[src/rtl/sram_arbiter.sv]
// Two-port SRAM arbiter: IDLE -> ACCESS (WAIT_STATES+1 cycles) -> DONE (ack pulse).
// Define SRAM_ARBITER_ROUND_ROBIN_EN for alternating tie-break; default gives port 0 fixed priority.
module sram_arbiter #(
  parameter int WAIT_STATES = 1
) (
  input  logic        clk,
  input  logic        reset_n,
  input  logic        in_p0_req,
  input  logic        in_p1_req,
  input  logic [15:0] in_p0_address,
  input  logic [15:0] in_p1_address,
  input  logic [15:0] in_p0_wdata,
  input  logic [15:0] in_p1_wdata,
  input  logic        in_p0_write,
  input  logic        in_p1_write,
  output logic        out_p0_ack,
  output logic        out_p1_ack,
  output logic [15:0] out_rdata,
  output logic [15:0] out_sram_address,
  output logic [15:0] out_sram_data,
  output logic        out_sram_write_enable,
  output logic        out_sram_output_enable,
  input  logic [15:0] in_sram_data,
  output logic        out_grant
);

  localparam logic [1:0] IDLE   = 2'd0;
  localparam logic [1:0] ACCESS = 2'd1;
  localparam logic [1:0] DONE   = 2'd2;

  localparam logic [3:0] WAIT_LOAD = 4'(WAIT_STATES);

  logic [1:0]  state_q;
  logic [15:0] addr_q;
  logic [15:0] wdata_q;
  logic [15:0] rdata_q;
  logic        write_q;
  logic        grant_q;
  logic [3:0]  cnt_q;
  logic        any_req;
  logic        winner;

  assign any_req = in_p0_req | in_p1_req;

`ifdef SRAM_ARBITER_ROUND_ROBIN_EN
  logic last_q;

  // On a tie the port that did not win last time is chosen.
  always_comb begin
    winner = ~in_p0_req;
    if (in_p0_req && in_p1_req) winner = ~last_q;
  end

  always_ff @(posedge clk) begin
    if (!reset_n) begin
      last_q <= 1'b1;
    end else if (state_q == IDLE && any_req) begin
      last_q <= winner;
    end
  end
`else
  assign winner = ~in_p0_req;
`endif

  always_ff @(posedge clk) begin
    if (!reset_n) begin
      state_q <= IDLE;
      addr_q  <= '0;
      wdata_q <= '0;
      write_q <= 1'b0;
      cnt_q   <= '0;
      rdata_q <= '0;
      grant_q <= 1'b0;
    end else begin
      case (state_q)
        IDLE: begin
          if (any_req) begin
            grant_q <= winner;
            addr_q  <= winner ? in_p1_address : in_p0_address;
            wdata_q <= winner ? in_p1_wdata   : in_p0_wdata;
            write_q <= winner ? in_p1_write   : in_p0_write;
            cnt_q   <= WAIT_LOAD;
            state_q <= ACCESS;
          end
        end
        ACCESS: begin
          if (cnt_q == 4'd0) begin
            state_q <= DONE;
            if (!write_q) rdata_q <= in_sram_data;
          end else begin
            cnt_q <= cnt_q - 4'd1;
          end
        end
        DONE:    state_q <= IDLE;
        default: state_q <= IDLE;
      endcase
    end
  end

  // Strobes and acks are also gated by reset_n so nothing fires during the reset cycle.
  logic in_access;
  logic in_done;

  assign in_access = reset_n && (state_q == ACCESS);
  assign in_done   = reset_n && (state_q == DONE);

  assign out_sram_address       = addr_q;
  assign out_sram_data          = wdata_q;
  assign out_sram_write_enable  = in_access && write_q;
  assign out_sram_output_enable = in_access && !write_q;
  assign out_p0_ack             = in_done && !grant_q;
  assign out_p1_ack             = in_done && grant_q;
  assign out_rdata              = rdata_q;
  assign out_grant              = grant_q;

endmodule

[config.mk]
export PLATFORM = sky130hd
export DESIGN_NAME = sram_arbiter
export DESIGN_NICKNAME = d
export VERILOG_FILES = /design/src/rtl/sram_arbiter.sv
export SDC_FILE = /design/constraint.sdc
export NUM_CORES = 1
export LEC_CHECK = 0
export CAP_MARGIN = 20
export CORE_ASPECT_RATIO = 0.5
export CORE_MARGIN = 8
export CORE_UTILIZATION = 42
export DETAILED_ROUTE_END_ITERATION = 10
export GPL_ROUTABILITY_DRIVEN = 0
export PLACE_DENSITY_LB_ADDON = 0.15
export SLEW_MARGIN = 30
export SYNTH_ARGS = -nofsm -noshare
export SYNTH_HDL_FRONTEND = slang
export SYNTH_SLANG_ARGS = --single-unit
[constraint.sdc]
create_clock -name clk -period 3.7 [get_ports clk]
set_input_delay 0.74 -clock clk [delete_from_list [all_inputs] [get_ports clk]]
set_output_delay 0.74 -clock clk [all_outputs]
set_load 0.1 [all_outputs]
Word-level counts from Yosys, hierarchy flattened
Cells that the tools add are included.

$add $sub $neg: 1. Equality and inequality tests: 5. Multiplexer cells: 9. Bitwise logic cells: 3. Reductions and logical operators: 15.

Operators with widths (count): $mux W16 (2); $mux W4 (2); $pmux W4 S2 (1); $logic_and A1 B1 Y1 (6); $ne A2 B2 Y1 const B (3); $reduce_and A3 Y1 (2); $logic_not A4 Y1 (1); $mux W2 (2); $pmux W2 S2 (1); $reduce_and A2 Y1 (2); $sub A4 B1 Y4 const B (1); $eq A2 B1 Y1 const B (1); $eq A2 B2 Y1 const B (1); $logic_not A1 Y1 (2); $logic_not A2 Y1 (1); $not A1 Y1 (2); $reduce_bool A2 Y1 (1); $mux W1 (1); $or A1 B1 Y1 (1).

Register bits after elaboration: 56. Bits of input ports: 86. Output and inout bits: 53. Word-level logic and storage cells: 40.

Longest topological paths before layout
Gate-level depths: netlist of the first run.

Depth in word-level cells: 3. Gate-level depth with buffers: 7. Gate-level depth less buffers: 5.

Least setup slack after synthesis of the first run
OpenSTA, ideal clock, no wires.

Path kind: reg2out. Start point: register grant_q, in the netlist out_grant. End point: output port out_p0_ack. Data arrival time: 3926 ps. Data required time: 2960 ps. Slack: -966 ps. Stages on the path, launching flop included: 2. Cells stage by stage: dfxtp_1 nor4b_1.

Cells in the longest elaborated chain, start to end: 2.

RTL lines: from (decl) (line 38) `logic grant_q;`; from (signal assigned) (line 78) `grant_q <= winner;`; $logic_not A1 Y1 (line 111) `assign out_p0_ack = in_done && !grant_q;`; $logic_and A1 B1 Y1 (line 111); to (decl) (line 16) `output logic out_p0_ack,`.

No other way between the ends.

Worst setup path in the final report of the first run
Start point: input port reset_n. End point: output port out_p0_ack.

Cells in the longest elaborated chain, start to end: 2.

RTL lines: from (decl) (line 7) `input logic reset_n,`; $logic_and A1 B1 Y1 (line 105) `assign in_done = reset_n && (state_q == DONE);`; $logic_and A1 B1 Y1 (line 111).

No other way between the ends.

==> summary.txt, run 1 <==
Power and ir drop
  • Switching Share: 43.1%
  • Pwr dens: 538 nW/um2
  • IR Drop Worst-Case VDD: 244 uV
  • Pleak: between 1.5 and 2 nW
  • Power Internal: 1.25 mW
  • Comb pwr share: between 40% and 50%
  • Net switching power figure: ~0.94 mW
  • Clk pwr share: 22.2%
  • Reg power frac: 32.9%

Timing
  • Fin worst setup slack: 1.08 ns
  • Maximum clock rate: roughly 380 MHz
  • Final Setup Violations: 0
  • Final hold violations: 0
  • Minimum clock period: 2.62 ns
  • Period Utilization, post-route: a little over two thirds
  • Setup Skew: 0.00266 ns
  • Slew Limit Fails: 0
  • RSZ-0062 raised after global routing: no
  • Slew @ Worst Pin: 1.01 ns
  • Hold_ws: between 0.4 and 0.5 ns
  • Max_slew headroom: 32.1%
  • Post-route setup TNS: 0 ns

Synth
  • Synth cell count leaders: dfxtp_1, a21oi_1, a211oi_1
  • Netlist cell types: 32
  • Post-synth top area cell: dfxtp_1
  • Sequential fraction of the synthesis area: 44.5%
  • Post-synth EDFFs: 0
  • Primary FF master, synth: dfxtp_1
  • Synth Register Bits: 56
  • Asr flop ratio synth: 0%
  • Most numerous cell in the Yosys netlist: dfxtp_1
  • Top cell type's share of synthesized area: 44.5%
  • Syn Area/Cell: ~9.4 um2
  • Cell area after synthesis: 2520 um2
  • Area contributors post-synth: dfxtp_1, mux2i_1, a211oi_1, a21oi_1, buf_2
  • Ys Warns: 0
  • Post-synthesis net count: 357
  • Mapped Cells: roughly 270

Cells and area
  • Final net count: 481
  • Final non-filler cell total: 470
  • N_diodes: 0
  • Share of layout cells above drive strength 1: 7.38%
  • Filler cells: between 400 and 500
  • Synth-to-layout area growth: 61.6%
  • Multi-input combinational cell area: roughly 1300 um2
  • FF/Latch Area: approximately 1100 um2

Drt
  • 1st-iter DRT viols: 138
  • 1st-pass router iterations: 4
  • WL final: just under 8000 um
  • Antenna Nets Post-Route: 0
  • Via/cell ratio: 5.43
  • WL per Instance: 16.9 um
  • DRC viols: 0
  • Routed via count: roughly 2600

Clocking
  • Hold buffers post-CTS: 0
  • CTS tree: built
  • Longest Clk Path Bufs: 2
  • Clk_lat worst skew: 0.28 ns
  • Worst-path clk slew: roughly 0.070 ns
  • CTS buffer count: 5
  • Htree depth: 2
  • Root buffer cell: clkbuf_16
  • Post-CTS sizing: 0
  • Setup repair bufs after CTS: 0
  • Clk sinks: 56

Floorplanning
  • Starting Density: 42.4%
  • Die width: 125 um
  • Die Height: 70.7 um
  • Core ar.: about 6000 um2
  • Row cnt: 20
  • Ports: between 100 and 150
  • Die area: 8880 um2

Global route
  • Initial antenna violation count: 0
  • First-pass GRT wire length: 12800 um
  • Largest net degree at the start of global routing: 55
  • Vias in the first global route: 2628
  • Tot GR Track Use: 17.1%
  • Total gr overflow: 0

Setup path
  • WS Path Type: in -> out
  • CP required: 2.96 ns
  • Worst EP arrival: 1.88 ns
  • Nature of the critical path endpoint: primary output
  • CP Launch Type: primary input
  • CP Max Fanout: 5

Placed design
  • Post-DP HPWL: between 5000 and 6000 um
  • Port Buffers: between 100 and 150
  • Placement Setup Slack: 1.07 ns
  • DP Cell Count: 463

Hold path
  • HP Class: reg -> reg

Outcome
  • Outcome: finished, final reports clean

Run
  • Max_cap viols: 0
state kept, by name, summed over array words and instances, names as in the netlist:
register and count:
state_q 2, out_rdata 16, out_grant 1, out_sram_address 16, out_sram_data 16, write_q 1
cnt_q 4
final cells by class:
cell class	count	area share (%)
timing repair buffer	144	35.0
multi-input combinational	182	31.0
sequential	56	27.6
clock buffer	7	3.75
tap	77	2.37
inverter	4	0.369
layout by cell type, fill, tap and decap left out, types with 3 or more instances in the layout:
cell type	n
dfxtp_1	56
nor2_1	4
buf_4	9
clkbuf_16	5
mux2i_1	33
a211oi_1	35
o21ai_0	8
clkdlybuf4s50_1	133
nand3_1	16
a21oi_1	51
inv_1	3
o21ai_1	10
worst max-delay path: stages:
cell	delay (ns)
clkdlybuf4s50_1	0.54
inv_2	0.06
nor4b_2	0.32
buf_12	0.22
kinds of logic after synthesis:
logic type | count (synthesis) | share of synthesized area [%]
AO/OA/AOI/OAI | 109 | 25.9
adder cells (fa/ha/maj) | 2 | 0.994
buffers and inverters | 31 | 6.06
flip-flops | 56 | 44.5
multiplexers | 33 | 13.1
AND/OR/NAND/NOR | 38 | 9.34
metrics by stage:
| step | util (%) | power [mW] | instance area, um2 |
|---|---|---|---|
| floorplan | - | 1.44 | 2520 |
| CTS | 68.6 | 2.20 | 4070 |
| global placement | 66.0 | 1.70 | 3920 |
| finish | 68.6 | 2.19 | 4070 |
| global route | 68.6 | 2.27 | 4070 |
| detailed placement | 66.0 | 1.72 | 3920 |
final timing paths:
check / startpoint / end / slack (ns) / cells past startpoint
max reg2reg: cnt_q[0]$_SDFFE_PN0P_ / out_rdata[5]$_SDFFE_PN0P_ / 1.96 / 5
min reg2reg: out_rdata[10]$_SDFFE_PN0P_ / out_rdata[10]$_SDFFE_PN0P_ / 0.48 / 2
max: reset_n / out_p0_ack / 1.08 / 4
min: out_rdata[10]$_SDFFE_PN0P_ / out_rdata[10]$_SDFFE_PN0P_ / 0.48 / 2
power groups by stage:
stage	Sequential (mW)	Clock (mW)	Combinational [mW]
3_5_place_dp	0.733	0	0.985
5_1_grt	0.728	0.518	1.03
3_3_place_gp	0.729	0	0.969
4_1_cts	0.720	0.494	0.987
6_report	0.720	0.485	0.984
2_1_floorplan	1.18	0	0.253
layer usage:
layer	global-route usage (%)	vias to the layer above	wire [um]
li1	-	1247	-
met1	18.3	1199	3260
met2	30.9	94	3950
met3	6.97	10	658
met4	4.14	0	87
met5	0	-	0
(Power assumes the default switching activity.)
==> run 2: changes to the inputs <==
--- a/config.mk
+++ b/config.mk
@@ -8,7 +8,7 @@
 export CAP_MARGIN = 20
 export CORE_ASPECT_RATIO = 0.5
 export CORE_MARGIN = 8
-export CORE_UTILIZATION = 42
+export CORE_UTILIZATION = 35
 export DETAILED_ROUTE_END_ITERATION = 10
 export GPL_ROUTABILITY_DRIVEN = 0
 export PLACE_DENSITY_LB_ADDON = 0.15
==> constraint.sdc (replaced) <==
create_clock -name clk -period 2.1 [get_ports clk]
set_input_delay 0.42 -clock clk [delete_from_list [all_inputs] [get_ports clk]]
set_output_delay 0.42 -clock clk [all_outputs]
set_load 0.1 [all_outputs]
==> run 2 against run 1 <==
- final area shrank 0.58%
- hold slack is essentially flat
- count of clock-buffer cells in the layout grew 1
- non-clock buffer count grew 4
- clock skew grew 0.00053 ns
- final cell count grew 4.3%
- combinational power grew 74%
- critical path type unchanged
- largest cell class unchanged
- highest routed layer unchanged
==> summary.txt, run 2 (synthesized netlist as in run 1, its figures left out) <==
Setup path
  • CP required: 1.68 ns (-1.28 ns)
  • Worst EP arrival: 1.54 ns (-0.34 ns)
  • RR Endpoint: out_sram_data[9]$_SDFFE_PN0P_
  • CP startpoint: reset_n
  • R2r setup slk: 0.43 ns (-1.53 ns)
  • WS Path Type: in -> out
  • CP Max Fanout: 5 (unchanged)
  • CP Launch Type: primary input
  • Register-to-Register Path Depth: 4 (-1)
  • Nature of the critical path endpoint: primary output
  • Origin of the critical flop-to-flop path: state_q[1]$_SDFFE_PN0P_

Timing
  • RSZ-0062 raised after global routing: no
  • Post-route setup TNS: 0 ns (unchanged)
  • Maximum clock rate: 511 MHz
  • Period Utilization, post-route: slightly above 90%
  • Final hold violations: 0 (unchanged)
  • Setup Skew: 0.00319 ns (+0.000530 ns)
  • Slew Limit Fails: 0 (unchanged)
  • Hold_ws: 0.480 ns (-0.0000370 ns)
  • Slew @ Worst Pin: 0.631 ns (-0.384 ns)
  • Minimum clock period: 1.96 ns
  • Final Setup Violations: 0 (unchanged)
  • Max_slew headroom: 57.9% (+26 points)

Drt
  • Routed via count: 2531 (-0.75%)
  • WL per Instance: 16.3 um (-3.9%)
  • DRC viols: 0 (unchanged)
  • 1st-pass router iterations: 4 (unchanged)
  • WL final: 7960 um (+0.14%)
  • 1st-iter DRT viols: 112 (-19%)
  • Antenna Nets Post-Route: 0 (unchanged)
  • Via/cell ratio: 5.17 (-4.8%)

Placed design
  • Post-DP HPWL: 6120 um (+4.4%)
  • DP Cell Count: 482 (+4.1%)
  • Post-DP Area: 3890 um2 (-0.58%)
  • Port Buffers: 138 (unchanged)

Clocking
  • Htree depth: 2 (unchanged)
  • Worst-path clk slew: 0.06 ns (about the same)
  • CTS tree: built
  • Setup repair bufs after CTS: 0 (unchanged)
  • Longest Clk Path Bufs: 2 (unchanged)
  • Root buffer cell: clkbuf_16
  • Clk_lat worst skew: 0.28 ns (about the same)
  • Hold buffers post-CTS: 0 (unchanged)
  • Post-CTS sizing: 0 (unchanged)
  • Clk sinks: 56 (unchanged)
  • CTS buffer count: 5 (unchanged)

Power and ir drop
  • Total power: 3.79 mW (+73%)
  • Switching Share: 43.3% (+0.24 points)
  • Comb pwr share: 45.1% (+0.2 points)
  • Reg power frac: 33.5% (+0.6 points)
  • Power Internal: 2.15 mW (+72%)
  • Clk pwr share: 21.4% (-0.8 points)
  • IR Drop Worst-Case VDD: 437 uV (+79%)
  • Net switching power figure: 1.64 mW (+74%)
  • Pwr dens: 937 nW/um2 (+74%)
  • Pleak: 1.64 nW (+7.0%)

Cells and area
  • Cell area after layout: 4050 um2 (-0.58%)
  • Share of layout cells above drive strength 1: 21.1% (+14 points)
  • Synth-to-layout area growth: 60.7%
  • N_diodes: 0 (unchanged)
  • Most frequent cells in the layout: clkdlybuf4s50_1, buf_4, dfxtp_1
  • Final non-filler cell total: 490 (+4.3%)
  • Final net count: 485 (+0.83%)
  • Commonest non-fill, non-tap cell in the layout: clkdlybuf4s50_1

Floorplanning
  • Ports: 139 (unchanged)
  • Starting Density: 36.8% (-5.6 points)
  • Die Height: 76.0 um (+7.4%)
  • Row cnt: 21 (+5.0%)
  • Core ar.: 6830 um2 (+15%)
  • Die width: 136 um (+8.3%)
  • Die area: 10300 um2 (+16%)

Global route
  • Tot GR Track Use: 14.5% (-2.6 points)
  • Total gr overflow: 0 (unchanged)
  • First-pass GRT wire length: 12600 um (-1.5%)
  • Initial antenna violation count: 0 (unchanged)
  • Largest net degree at the start of global routing: 55 (unchanged)
  • Vias in the first global route: 2607 (-0.80%)

Hold path
  • Hold Path Stages: 2 (unchanged)
  • Hold Crit Endpoint: out_rdata[8]$_SDFFE_PN0P_
  • Hold path start: out_rdata[8]$_SDFFE_PN0P_
  • HP Class: reg -> reg

Run
  • Max_cap viols: 0 (unchanged)

Outcome
  • Outcome: finished, final reports clean
run 2: cell types whose count changed in the layout (fill, tap and decap cells not counted), sizes merged:
cell and change:
buf +53, clkdlybuf4s50 -49, clkbuf +1
run 2: how the worst max path moves through the flow:
stage,end,cells past startpoint,slack [ns]
after global placement,out_sram_data[14]$_SDFFE_PN0P_,5,-0.16
after global routing,out_p0_ack,4,0.11
after floorplan,out_p0_ack,1,0.01
after detailed placement,out_sram_data[9]$_SDFFE_PN0P_,5,-0.21
final,out_p0_ack,4,0.14
after CTS,out_sram_data[9]$_SDFFE_PN0P_,5,0.07
run 2: power groups by stage:
stage	Combinational [mW]	Sequential, mW	Clock, mW
floorplan	0.447	2.09	0
global placement	1.70	1.28	0
detailed placement	1.72	1.29	0
CTS	1.72	1.27	0.844
global route	1.79	1.28	0.896
finish	1.71	1.27	0.812
run 2: metal layers:
metal | wire length (um) | share of wire [%] | global-route usage [%]
met2 | 3970 | 50 | 26.3
met4 | 63 | 0.79 | 2.72
met3 | 704 | 8.8 | 5.72
met5 | 0 | 0 | 0
met1 | 3220 | 40 | 15.6
run 2: through the flow:
stage	setup slack [ns]	util, %
floorplan	0.0146	-
global placement	-0.159	57.0
detailed placement	-0.214	57.0
CTS	0.0745	59.1
global route	0.110	59.2
finish	0.144	59.2
run 2: worst max-delay path, stage by stage:
cell             delay (ns)
clkdlybuf4s50_1        0.56
inv_2                  0.07
nor4b_4                0.27
buf_12                 0.21
run 2: area by class of cell:
type                       count  area, um2
clock buffer                   8        146
tap                           92        115
sequential                    56       1120
multi-input combinational    182       1280
timing repair buffer         148       1370
inverter                       4       15.0
fill                         637       2790
==> run 3: changes to the inputs <==
--- a/config.mk
+++ b/config.mk
@@ -9,6 +9,7 @@
 export CORE_ASPECT_RATIO = 0.5
 export CORE_MARGIN = 8
 export CORE_UTILIZATION = 35
+export CTS_CLUSTER_SIZE = 20
 export DETAILED_ROUTE_END_ITERATION = 10
 export GPL_ROUTABILITY_DRIVEN = 0
 export PLACE_DENSITY_LB_ADDON = 0.15
==> results of run 3 <==
No change in the layout: final DEF, timing and power equal those of run 2.
